--- src/rtl/hd44780_sequencer.sv ---
// HD44780 4-bit write sequencer: power-up init, then byte writes
// as two enable strobes followed by the command execution wait.
module hd44780_sequencer #(
   parameter int unsigned SYSFREQ     = 48_000_000,
   parameter int unsigned E_SETUP_CYC = 2,
   parameter int unsigned E_HIGH_CYC  = 12,
   parameter int unsigned E_HOLD_CYC  = 2
) (
   input  logic       CLK_I,
   input  logic       RST_I,
   input  logic [7:0] DAT_I,
   input  logic       RS_I,
   input  logic       STB_I,
   output logic       ready_o,
   output logic       init_done_o,
   output logic       lcd_rs,
   output logic       lcd_e,
   output logic [3:0] lcd_data
);

   function automatic longint clamp1(input longint v);
      return (v < 64'sd1) ? 64'sd1 : v;
   endfunction

   function automatic longint mx(input longint a, input longint b);
      return (a > b) ? a : b;
   endfunction

   localparam longint F      = longint'(SYSFREQ);
   localparam longint T_PWR  = clamp1(F / 10);
   localparam longint T_4M1  = clamp1(F * 41 / 10000);
   localparam longint T_100U = clamp1(F / 10000);
   localparam longint T_3M   = clamp1(F * 3 / 1000);
   localparam longint T_53U  = clamp1(F * 53 / 1000000);
   localparam longint T_1U   = clamp1(F / 1000000);
   // ready rises where a fifth init strobe would have risen
   localparam longint T_LAST = T_100U + longint'(E_SETUP_CYC);

   localparam longint T_MAX = mx(mx(mx(T_PWR, T_4M1), mx(T_LAST, T_3M)),
                                 mx(longint'(E_HIGH_CYC), longint'(E_HOLD_CYC)));
   localparam int CW = $clog2(T_MAX + 1);

   typedef logic [CW-1:0] cnt_t;

   localparam cnt_t C_ONE   = cnt_t'(1);
   localparam cnt_t C_PWR   = cnt_t'(T_PWR);
   localparam cnt_t C_4M1   = cnt_t'(T_4M1);
   localparam cnt_t C_100U  = cnt_t'(T_100U);
   localparam cnt_t C_LAST  = cnt_t'(T_LAST);
   localparam cnt_t C_3M    = cnt_t'(T_3M);
   localparam cnt_t C_53U   = cnt_t'(T_53U);
   localparam cnt_t C_1U    = cnt_t'(T_1U);
   localparam cnt_t C_SETUP = cnt_t'(E_SETUP_CYC);
   localparam cnt_t C_HIGH  = cnt_t'(E_HIGH_CYC);
   localparam cnt_t C_HOLD  = cnt_t'(E_HOLD_CYC);

   typedef enum logic [2:0] {
      PWR_WAIT, INIT_NIB, INIT_WAIT, IDLE,
      HI_NIB, GAP, LO_NIB, EXEC_WAIT
   } state_t;

   typedef enum logic [1:0] {
      PH_SETUP, PH_HIGH, PH_HOLD
   } phase_t;

   state_t     state;
   phase_t     ph;
   cnt_t       cnt;
   logic [1:0] step;
   logic [7:0] byte_q;
   logic       rs_q;
   logic       cnt_end;
   logic       ex_long;

   assign cnt_end = (cnt == C_ONE);
   // clear display / return home need the long execution time
   assign ex_long = !rs_q && (byte_q[7:2] == 6'd0) && (byte_q[1:0] != 2'd0);

   always_ff @(posedge CLK_I) begin
      if (!RST_I) begin
         state       <= PWR_WAIT;
         ph          <= PH_SETUP;
         cnt         <= C_PWR;
         step        <= 2'd0;
         byte_q      <= 8'd0;
         rs_q        <= 1'b0;
         ready_o     <= 1'b0;
         init_done_o <= 1'b0;
         lcd_rs      <= 1'b0;
         lcd_e       <= 1'b0;
         lcd_data    <= 4'd0;
      end else begin
         unique case (state)
            PWR_WAIT: begin
               if (cnt_end) begin
                  state    <= INIT_NIB;
                  ph       <= PH_SETUP;
                  cnt      <= C_SETUP;
                  lcd_rs   <= 1'b0;
                  lcd_data <= 4'h3;
               end else begin
                  cnt <= cnt - C_ONE;
               end
            end
            INIT_NIB, HI_NIB, LO_NIB: begin
               if (!cnt_end) begin
                  cnt <= cnt - C_ONE;
               end else begin
                  unique case (ph)
                     PH_SETUP: begin
                        ph    <= PH_HIGH;
                        cnt   <= C_HIGH;
                        lcd_e <= 1'b1;
                     end
                     PH_HIGH: begin
                        ph    <= PH_HOLD;
                        cnt   <= C_HOLD;
                        lcd_e <= 1'b0;
                     end
                     default: begin
                        ph <= PH_SETUP;
                        unique case (state)
                           INIT_NIB: begin
                              state <= INIT_WAIT;
                              cnt   <= (step == 2'd0) ? C_4M1 :
                                       (step == 2'd3) ? C_LAST : C_100U;
                           end
                           HI_NIB: begin
                              state <= GAP;
                              cnt   <= C_1U;
                           end
                           default: begin
                              state <= EXEC_WAIT;
                              cnt   <= ex_long ? C_3M : C_53U;
                           end
                        endcase
                     end
                  endcase
               end
            end
            INIT_WAIT: begin
               if (!cnt_end) begin
                  cnt <= cnt - C_ONE;
               end else if (step == 2'd3) begin
                  state       <= IDLE;
                  ready_o     <= 1'b1;
                  init_done_o <= 1'b1;
               end else begin
                  state    <= INIT_NIB;
                  step     <= step + 2'd1;
                  cnt      <= C_SETUP;
                  lcd_data <= (step == 2'd2) ? 4'h2 : 4'h3;
               end
            end
            IDLE: begin
               if (STB_I) begin
                  state    <= HI_NIB;
                  ph       <= PH_SETUP;
                  cnt      <= C_SETUP;
                  byte_q   <= DAT_I;
                  rs_q     <= RS_I;
                  ready_o  <= 1'b0;
                  lcd_rs   <= RS_I;
                  lcd_data <= DAT_I[7:4];
               end
            end
            GAP: begin
               if (cnt_end) begin
                  state    <= LO_NIB;
                  cnt      <= C_SETUP;
                  lcd_data <= byte_q[3:0];
               end else begin
                  cnt <= cnt - C_ONE;
               end
            end
            EXEC_WAIT: begin
               if (cnt_end) begin
                  state   <= IDLE;
                  ready_o <= 1'b1;
               end else begin
                  cnt <= cnt - C_ONE;
               end
            end
         endcase
      end
   end

endmodule

--- config.mk ---
export PLATFORM = sky130hd
export DESIGN_NAME = hd44780_sequencer
export DESIGN_NICKNAME = d
export VERILOG_FILES = /design/src/rtl/hd44780_sequencer.sv
export SDC_FILE = /design/constraint.sdc
export NUM_CORES = 1
export LEC_CHECK = 0
export CAP_MARGIN = 10
export CORE_MARGIN = 4
export CORE_UTILIZATION = 45
export CTS_CLUSTER_SIZE = 8
export DETAILED_ROUTE_END_ITERATION = 10
export DONT_BUFFER_PORTS = 1
export GPL_TIMING_DRIVEN = 0
export MAX_ROUTING_LAYER = met4
export PLACE_DENSITY = 0.69
export SETUP_SLACK_MARGIN = 0.3
export SYNTH_ARGS = -nofsm -noshare
export SYNTH_HDL_FRONTEND = slang
export SYNTH_SLANG_ARGS = --single-unit
--- constraint.sdc ---
create_clock -name CLK_I -period 3.32 [get_ports CLK_I]
set_clock_uncertainty 0.1 [all_clocks]
set_input_delay 0.332 -clock CLK_I [delete_from_list [all_inputs] [get_ports CLK_I]]
set_output_delay 0.332 -clock CLK_I [all_outputs]
set_load 0.01 [all_outputs]
# ---- Word-level counts from Yosys, hierarchy flattened
# Index checks and enable logic that the tools add are counted.
dict set report word_totals {
  inputBits 12
  wordCells 105
  register_bits 47
  output_inout_bits 8
}
dict set report classes {
  reduce_logical 26
  mux 43
  n_addsub 2
  bitwise_logic 1
  eq_ne 22
}
# operator count
set ops {}
lappend ops {{23-bit two-way mux} 6}
lappend ops {{23-bit case mux with 5 select lines} 1}
lappend ops {{18-bit case mux with 2 select lines} 2}
lappend ops {{18-bit two-way mux} 2}
lappend ops {{23-bit by 1-bit == test with 1-bit output, second input constant} 1}
lappend ops {{23-bit by 1-bit subtractor with 23-bit output, second input constant} 1}
lappend ops {{3-bit two-way mux} 7}
lappend ops {{4-bit two-way mux} 5}
lappend ops {{2-bit != test, second input constant} 10}
lappend ops {{3-bit case mux with 6 select lines} 1}
lappend ops {{4-bit case mux with 4 select lines} 1}
lappend ops {{3-bit AND reduction} 5}
lappend ops {{3-bit == test, second input constant} 4}
lappend ops {{2-bit two-way mux} 5}
lappend ops {{1-bit two-way mux} 7}
lappend ops {{7-bit AND reduction} 1}
lappend ops {{3-bit by 2-bit == test with 1-bit output, second input constant} 2}
lappend ops {{6-bit logical NOT} 1}
lappend ops {{2-bit case mux with 3 select lines} 1}
lappend ops {{3-bit case mux with 2 select lines} 1}
lappend ops {{6-bit AND reduction} 1}
lappend ops {{2-bit nonzero test} 3}
lappend ops {{3-bit nonzero test} 2}
lappend ops {{5-bit AND reduction} 1}
lappend ops {{other kinds (18)} 23}

# ---- Depth between registers and ports, before layout
# Gate-level depths: netlist of the first run.
dict set report logic_depth {
  depth_word 8
  ltp_mapped 9
  depth_no_buf 7
}

# ---- Least setup slack after synthesis of the first run
# No wires, ideal clock.
dict set report synth_path {
  path_kind {reg-to-reg}
  startpoint {reg cnt[6]}
  endpoint {reg cnt[19]}
  t_arrival_ps 2062
  required_ps 3100
  slack_ps 1038
  path_stages_with_launch 6
  setup_ps 120
  n_path_buf 0
  period_less_slack_ps 2282
  path_cell_list {dfxtp_1 > nor4_4 > nand4_2 > or4_1 > a211o_1 > a211o_1}
}
dict set report synth_via {
  elab_chain_len 3
  word_cells_on_any_way 10
  cone_classes {add/sub: 1; eq/ne: 3; mux: 5; reduce/logical: 1}
}
# element line_no
set synth_rtl {}
lappend synth_rtl {{from (decl)} 68} ;# cnt_t cnt;
lappend synth_rtl {{from (signal assigned)} 102} ;# cnt <= cnt - C_ONE;
lappend synth_rtl {{from (signal assigned)} 107} ;# cnt <= cnt - C_ONE;
lappend synth_rtl {{from (signal assigned)} 125} ;# cnt <= (step == 2'd0) ? C_4M1 :
lappend synth_rtl {{23-bit by 1-bit subtractor with 23-bit output or 23-bit by 1-bit == test with 1-bit output (tied branches)} n/a}
lappend synth_rtl {{23-bit two-way mux, or another cell as far along} 177} ;# if (cnt_end) begin
lappend synth_rtl {{23-bit case mux with 5 select lines or 3-bit AND reduction (tied branches)} n/a}
# Several ways; a longest one is shown, not always the timed one. The select of a mux whose other input is x is not followed.
# A chain may end at the register's enable or synchronous reset.

# ---- Worst setup path in the final report of the first run
dict set report layout_path {
  startpoint {reg cnt[0]}
  endpoint {reg cnt[16]}
}
# The elaborated chain is that of the path after synthesis.

==> reports/summary.json, run 1 <==
{
  "outcome": {
    "status": "complete, no violations"
  },
  "grt": {
    "grt_max_degree": 17,
    "groute.layer.met1.usage_pct": 29.5,
    "grt_pass1_vias": 2508,
    "grt_first_pass_wirelength_um": 12800,
    "gr-usage-met2_pct": 32.9,
    "grt_util_overall_pct": 22.3,
    "grt.met3_usage_pct": 5.89,
    "grt.overflow.total": 0,
    "top_usage_layer": "met2",
    "grt_antenna_before_repair": 0
  },
  "die": {
    "row_count": 28,
    "core_area_sq_um": 5920,
    "die_width_um": 86.2,
    "chipHeight_um": 86.2,
    "die_area_sq_um": 7430,
    "initial_core_util_pct": 46.5,
    "floorplan.io_pins": 20
  },
  "worst_setup_path": {
    "cp_data_arrival_time_ns": 2.84,
    "path_common_cell": "sky130_fd_sc_hd__buf_2",
    "critPathRequiredTime_ns": 3.45,
    "highest_delay_cell_along_the_critical_path": "sky130_fd_sc_hd__dfxtp_1",
    "critPathMaxStageDelay_ns": 0.46,
    "worstSetupStartpointType": "flip-flop",
    "cp-end-kind": "flip-flop",
    "worstPathMaxFanout": 10,
    "critical_path_class": "flip-flop to flip-flop",
    "r2r.worst_path.cells": 8,
    "worstPathCellList": "ha_1 -> nor4b_2 -> nand4_1 -> nor3_1 -> buf_2 -> buf_2 -> a211oi_1 -> o211ai_1"
  },
  "power": {
    "cellPowerDensity_nw_per_um2": 400,
    "p_total_mw": 1.19,
    "worst_ir_drop_on_vdd_mv": 0.188,
    "static-leakage-power_nw": 0.941
  },
  "placed_design": {
    "post-dp-hpwl_um": 5660,
    "gp_congestion": 0.932,
    "placement.io_buffers": 0
  },
  "sta": {
    "timing.slew.headroom_pct": 36.3,
    "rsz0062_at_grt": "false",
    "setup-violations-final": 0,
    "setup_tns_ns": 0,
    "fmaxAchievable_ghz": 0.369,
    "min_period_over_period_pct": 81.6,
    "maxSlewViolCount": 0,
    "worst_slew_pin_slew_ns": 0.948,
    "period_minus_slack_ns": 2.71,
    "report.final.hold_viol_count": 0
  },
  "hold_path": {
    "hold-path-cell-count": 2,
    "hp-class": "primary input to flip-flop"
  },
  "cts": {
    "cts_inserted_buffers": 5,
    "cts.path.max_buffers": 2,
    "cts.sink_count": 47,
    "tritoncts": "done",
    "clock-root-buffer": "sky130_fd_sc_hd__clkbuf_8",
    "cts.reportedPaths.clkPinSlew_ns": 0.10,
    "htreeDepth": 2,
    "worst_skew_pair_later_pin_latency_ns": 0.32
  },
  "synthesis": {
    "syn_std_cell_area_sq_um": 2750,
    "post-synth-top-area-fraction_pct": 34.2,
    "ys_ff_latch": 47,
    "asyncSetResetFlopFracSynth_pct": 0,
    "netlist_top_cells_area": "sky130_fd_sc_hd__dfxtp_1, sky130_fd_sc_hd__nand2_1, sky130_fd_sc_hd__a21oi_1, sky130_fd_sc_hd__o31ai_1, sky130_fd_sc_hd__nor2_1",
    "dominantRegCellSynth": "sky130_fd_sc_hd__dfxtp_1",
    "ys_warn_count": 0,
    "synth-seq-area-share_pct": 34.2,
    "synth-edff-count": 0,
    "synth.largest_area_cell": "sky130_fd_sc_hd__dfxtp_1",
    "syn_area_per_cell_sq_um": 7.96,
    "postSynthNetCount": 363,
    "synth.distinct_cells": 57,
    "synthCells": 346
  },
  "flow_run": {
    "cap_violations": 0
  },
  "drt": {
    "detailroute.via_count": 2771,
    "wire_per_inst_um": 18.3,
    "vias_per_cell": 6.46,
    "drt-initial-drc-count": 364,
    "remaining_drc_errors": 0,
    "firstDrtPassIters": 8,
    "final_antenna_net_count": 0,
    "drt_wl_total_um": 7850
  },
  "cells_and_area": {
    "fin_nets": 370,
    "mostFrequentLayoutCell": "sky130_fd_sc_hd__dfxtp_1",
    "number_of_inserted_filler_cells_in_the_final_layout": 559,
    "layout.cells.most_common_list": "sky130_fd_sc_hd__dfxtp_1, sky130_fd_sc_hd__nand2_1, sky130_fd_sc_hd__nor2_1, sky130_fd_sc_hd__a21oi_1, sky130_fd_sc_hd__clkbuf_1",
    "final_layout_size_suffix_gt1_share_pct": 7.63,
    "area_delta_synth_final_pct": 8.27,
    "antenna_cells": 0
  }
}
-- worst max-delay path: cells and delay by family, from the launching register on --
family	cells	cell delay, ns
AND/OR/NAND/NOR	3	1.01
adder cells (fa/ha/maj)	1	0.19
flip-flops	1	0.46
AO/OA/AOI/OAI	2	0.28
buffers and inverters	2	0.60
-- path summary, 6_finish.rpt --
| check | start | endpoint | slack [ns] |
|---|---|---|---|
| setup / recovery | cnt[0] | cnt[16] | 0.61 |
| hold / removal | DAT_I[2] | byte_q[2] | 0.04 |
| setup reg to reg | cnt[0] | cnt[16] | 0.61 |
| hold reg to reg | byte_q[6] | byte_q[6] | 0.36 |
-- cells by family after synthesis --
logic type               after synthesis  share of synthesized area, %
AND/OR/NAND/NOR                      140                          27.5
AO/OA/AOI/OAI                        112                          28.5
flip-flops                            47                          34.2
buffers and inverters                 35                          5.09
multiplexers                           5                          1.82
adder cells (fa/ha/maj)                5                          2.27
XOR/XNOR                               2                         0.636
-- per-stage QoR --
stage          setup WS (ns)  std cells  cell area, sq um  util (%)  hold slack (ns)
5_1_grt                0.459        429              2980      50.3           0.0379
4_1_cts                0.374        429              2960      50.0           0.0305
2_1_floorplan           1.04        346              2750         -            0.331
6_report               0.609        429              2980      50.3           0.0378
3_5_place_dp           0.367        421              2850      48.1            0.347
3_3_place_gp           0.421        421              2850      48.1            0.337
-- routing by layer --
metal	up-vias	share of wire, %
met5	-	0
met4	0	1.6
li1	1317	-
met3	18	9.0
met1	1297	44
met2	139	45
-- state kept, by name, indices dropped and copies added (netlist names) --
register / flops
byte_q: 8
cnt: 23
init_done_o: 1
lcd_data: 4
lcd_e: 1
lcd_rs: 1
ph: 2
ready_o: 1
rs_q: 1
state: 3
step: 2
-- where the power goes --
| part | internal (mW) | leakage [nW] | switching [mW] |
|---|---|---|---|
| clock | 0.229 | 0.0587 | 0.217 |
| sequential | 0.585 | 0.381 | 0.0332 |
| combinational | 0.0544 | 0.501 | 0.0740 |
-- what timing repair did --
action,in CTS,in global routing
hold buffers,0,0
endpoints found under the hold margin,0,0
setup buffers,0,0
setup endpoints to repair,0,19
resized for setup,0,3
-- area by class of cell --
class                   instances  area, sq um  area share, %
flip-flops and latches         47          941           31.6
inverters                      11         41.3           1.39
well taps                      75         93.8           3.15
clock buffers                   5         68.8           2.31
plain buffers                  24         98.8           3.32
clock inverters                 3         47.5           1.60
multi-input cells             264         1690           56.7
-- Yosys cell counts (4+ instances only) --
library cell and instances:
sky130_fd_sc_hd__inv_1 11, sky130_fd_sc_hd__nand2_1 39, sky130_fd_sc_hd__a211oi_1 7, sky130_fd_sc_hd__or4_1 9
sky130_fd_sc_hd__nand3b_1 4, sky130_fd_sc_hd__nand2b_1 6, sky130_fd_sc_hd__o31ai_1 14, sky130_fd_sc_hd__o21ai_0 12
sky130_fd_sc_hd__nor3_1 7, sky130_fd_sc_hd__nand4_1 4, sky130_fd_sc_hd__buf_2 7, sky130_fd_sc_hd__dfxtp_1 47
sky130_fd_sc_hd__ha_1 5, sky130_fd_sc_hd__a21oi_1 27, sky130_fd_sc_hd__a211o_1 6, sky130_fd_sc_hd__nand3_1 12
sky130_fd_sc_hd__nor2_1 27, sky130_fd_sc_hd__or3_1 5, sky130_fd_sc_hd__mux2i_1 5, sky130_fd_sc_hd__clkbuf_1 17
sky130_fd_sc_hd__a31oi_1 11, sky130_fd_sc_hd__nor2b_1 8
(Power assumes the default switching activity.)
==> inputs of run 2 (changes only) <==
Clock period 3.32 ns to 2.76 ns, I/O delays scaled along.
==> reports/summary.json, run 2 (synthesis results as in run 1) <==
{
  "worst_setup_path": {
    "worstPathMaxFanout": {"value": 7, "change": "-3"},
    "rrSetupSlack": {"value": 0.40, "unit": "ns", "change": "-0.21 ns"},
    "critical_path_class": "flip-flop to flip-flop",
    "r2r.worst_path.cells": {"value": 7, "change": "-1"},
    "rr_endpoint": "cnt[12]",
    "worstSetupStartpointType": "flip-flop",
    "critPathRequiredTime": {"value": 2.87, "unit": "ns", "change": "-0.58 ns"},
    "cp_data_arrival_time": {"value": 2.47, "unit": "ns", "change": "-0.37 ns"},
    "cp-end-kind": "flip-flop",
    "critical_path.reg2reg.startpoint": "cnt[1]"
  },
  "cells_and_area": {
    "area_delta_synth_final_pct": 14.5,
    "antenna_cells": {"value": 0, "change": "unchanged"},
    "layout.cells.most_common_list": "sky130_fd_sc_hd__dfxtp_1, sky130_fd_sc_hd__nand2_1, sky130_fd_sc_hd__a21oi_1",
    "top_register": "cnt",
    "end_of_flow_core_utilization": {"value": 53.2, "unit": "%", "change": "+2.9 points"},
    "biggestRegsByFlops": "cnt x23, byte_q x8, lcd_data x4",
    "fin_nets": {"value": 379, "change": "+2.4%"},
    "number_of_inserted_filler_cells_in_the_final_layout": {"value": 550, "change": "-1.6%"},
    "final_layout_size_suffix_gt1_share": {"value": 11.6, "unit": "%", "change": "+3.9 points"},
    "mostFrequentLayoutCell": "sky130_fd_sc_hd__dfxtp_1",
    "largest_register_ffs": {"value": 23, "change": "unchanged"}
  },
  "placed_design": {
    "gp_congestion": {"value": 0.932, "change": "unchanged"},
    "post-dp-hpwl": {"value": 5660, "unit": "um", "change": "unchanged"},
    "placement.io_buffers": {"value": 0, "change": "unchanged"}
  },
  "power": {
    "p_total": {"value": 1.46, "unit": "mW", "change": "+23%"},
    "cellPowerDensity": {"value": 465, "unit": "nW/um^2", "change": "+16%"},
    "static-leakage-power": {"value": 1.00, "unit": "nW", "change": "+6.5%"},
    "worst_ir_drop_on_vdd": {"value": 0.200, "unit": "mV", "change": "+6.6%"}
  },
  "hold_path": {
    "worst_hold_path.endpoint": "rs_q",
    "hold-path-cell-count": {"value": 2, "change": "unchanged"},
    "worst_hold_startpoint": "RS_I",
    "hp-class": "primary input to flip-flop"
  },
  "sta": {
    "timing.slew.headroom": {"value": 52.5, "unit": "%", "change": "+16 points"},
    "setup_tns": {"value": 0, "unit": "ns", "change": "unchanged"},
    "rsz0062_at_grt": "true",
    "period_minus_slack": {"value": 2.36, "unit": "ns", "change": "-0.351 ns"},
    "fmaxAchievable": {"value": 0.424, "unit": "GHz", "change": "+15%"},
    "min_period_over_period": {"value": 85.5, "unit": "%", "change": "+3.9 points"},
    "setup-violations-final": {"value": 0, "change": "unchanged"},
    "report.final.hold_viol_count": {"value": 0, "change": "unchanged"},
    "maxSlewViolCount": {"value": 0, "change": "unchanged"},
    "worst_slew_pin_slew": {"value": 0.709, "unit": "ns", "change": "-0.239 ns"},
    "finalHoldWorstSlack": {"value": 0.00863, "unit": "ns", "change": "-0.0292 ns"}
  },
  "cts": {
    "cts_inserted_buffers": {"value": 5, "change": "unchanged"},
    "tritoncts": "done",
    "clock-root-buffer": "sky130_fd_sc_hd__clkbuf_8",
    "cts.path.max_buffers": {"value": 2, "change": "unchanged"},
    "cts.sink_count": {"value": 47, "change": "unchanged"},
    "cts.reportedPaths.clkPinSlew": {"value": 0.10, "unit": "ns", "change": "about the same"},
    "worst_skew_pair_later_pin_latency": {"value": 0.32, "unit": "ns", "change": "about the same"},
    "htreeDepth": {"value": 2, "change": "unchanged"}
  },
  "grt": {
    "grt_antenna_before_repair": {"value": 0, "change": "unchanged"},
    "grt_pass1_vias": {"value": 2574, "change": "+2.6%"},
    "grt_first_pass_wirelength": {"value": 12900, "unit": "um", "change": "+1.3%"},
    "grt_util_overall": {"value": 22.5, "unit": "%", "change": "+0.29 points"},
    "grt.overflow.total": {"value": 0, "change": "unchanged"},
    "grt_max_degree": {"value": 17, "change": "unchanged"}
  },
  "die": {
    "row_count": {"value": 28, "change": "unchanged"},
    "chipHeight": {"value": 86.2, "unit": "um", "change": "unchanged"},
    "floorplan.io_pins": {"value": 20, "change": "unchanged"},
    "core_area": {"value": 5920, "unit": "sq um", "change": "unchanged"},
    "die_area": {"value": 7430, "unit": "sq um", "change": "unchanged"},
    "initial_core_util": {"value": 46.5, "unit": "%", "change": "unchanged"},
    "die_width": {"value": 86.2, "unit": "um", "change": "unchanged"}
  },
  "drt": {
    "detailroute.via_count": {"value": 2806, "change": "+1.3%"},
    "wire_per_inst": {"value": 18.4, "unit": "um", "change": "+0.52%"},
    "vias_per_cell": {"value": 6.41, "change": "-0.82%"},
    "drt_wl_total": {"value": 8050, "unit": "um", "change": "+2.6%"},
    "remaining_drc_errors": {"value": 0, "change": "unchanged"},
    "firstDrtPassIters": {"value": 6, "change": "-2"},
    "drt-initial-drc-count": {"value": 389, "change": "+6.9%"},
    "final_antenna_net_count": {"value": 0, "change": "unchanged"}
  },
  "flow_run": {
    "cap_violations": {"value": 0, "change": "unchanged"}
  },
  "outcome": {
    "status": "complete, no violations"
  }
}
[run 2: changes by cell type in the layout (fill, tap and decap cells not counted), moves of 3 or more]
cell	previous run	this run
sky130_fd_sc_hd__buf_2	7	3
sky130_fd_sc_hd__clkbuf_1	17	12
sky130_fd_sc_hd__clkbuf_2	0	5
sky130_fd_sc_hd__clkbuf_4	0	3
sky130_fd_sc_hd__dlygate4sd3_1	0	7
[run 2: layout make-up]
| class | instances | area [sq um] | share of cell area (%) |
|---|---|---|---|
| multi-input cells | 264 | 1750 | 55.7 |
| flip-flops and latches | 47 | 942 | 29.9 |
| plain buffers | 24 | 119 | 3.77 |
| well taps | 75 | 93.8 | 2.98 |
| repair buffers | 9 | 85.1 | 2.70 |
| clock buffers | 5 | 68.8 | 2.18 |
| clock inverters | 3 | 47.5 | 1.51 |
| inverters | 11 | 41.3 | 1.31 |
[run 2: power by group]
part           leakage, nW  internal, mW  switching, mW
clock               0.0587         0.275          0.261
combinational        0.562        0.0834         0.0956
sequential           0.381         0.703         0.0458
[run 2: repair_timing]
action	CTS	global route
endpoints found under the setup margin	37	25
endpoints found under the hold margin	7	0
gates resized for setup	8	25
pin swaps	1	2
hold buffers	7	0
buffers inserted	1	1
[run 2: metal layers]
metal	vias up	share of wire (%)	GRT usage, %	routed length [um]
li1	1344	-	-	-
met1	1306	45	29.5	3600
met2	130	45	33.8	3630
met3	26	7.9	5.70	637
met4	0	2.3	8.07	185
met5	-	0	-	0
[run 2: worst max path at each step]
stage          startpoint  slack, ns       to
2_1_floorplan      cnt[6]       0.48  cnt[19]
3_3_place_gp       cnt[0]      -0.14  cnt[18]
3_5_place_dp       cnt[0]      -0.19  cnt[18]
4_1_cts            cnt[0]       0.31  cnt[19]
5_1_grt            cnt[1]       0.27   cnt[5]
6_report           cnt[1]       0.40  cnt[12]
[run 2: stage by stage]
step	setup WS, ns	cells	instance area [sq um]
floorplan	0.478	346	2750
global placement	-0.139	421	2850
detailed placement	-0.193	421	2850
CTS	0.312	437	3080
global route	0.274	438	3150
finish	0.400	438	3150
[run 2: critical path, stage by stage, from the launching register on]
cell	delay [ns]
sky130_fd_sc_hd__dfxtp_1	0.35
sky130_fd_sc_hd__inv_1	0.10
sky130_fd_sc_hd__ha_1	0.16
sky130_fd_sc_hd__nor4b_4	0.32
sky130_fd_sc_hd__nand4_2	0.31
sky130_fd_sc_hd__o21ai_1	0.52
sky130_fd_sc_hd__nor3_1	0.11
sky130_fd_sc_hd__a211o_1	0.28
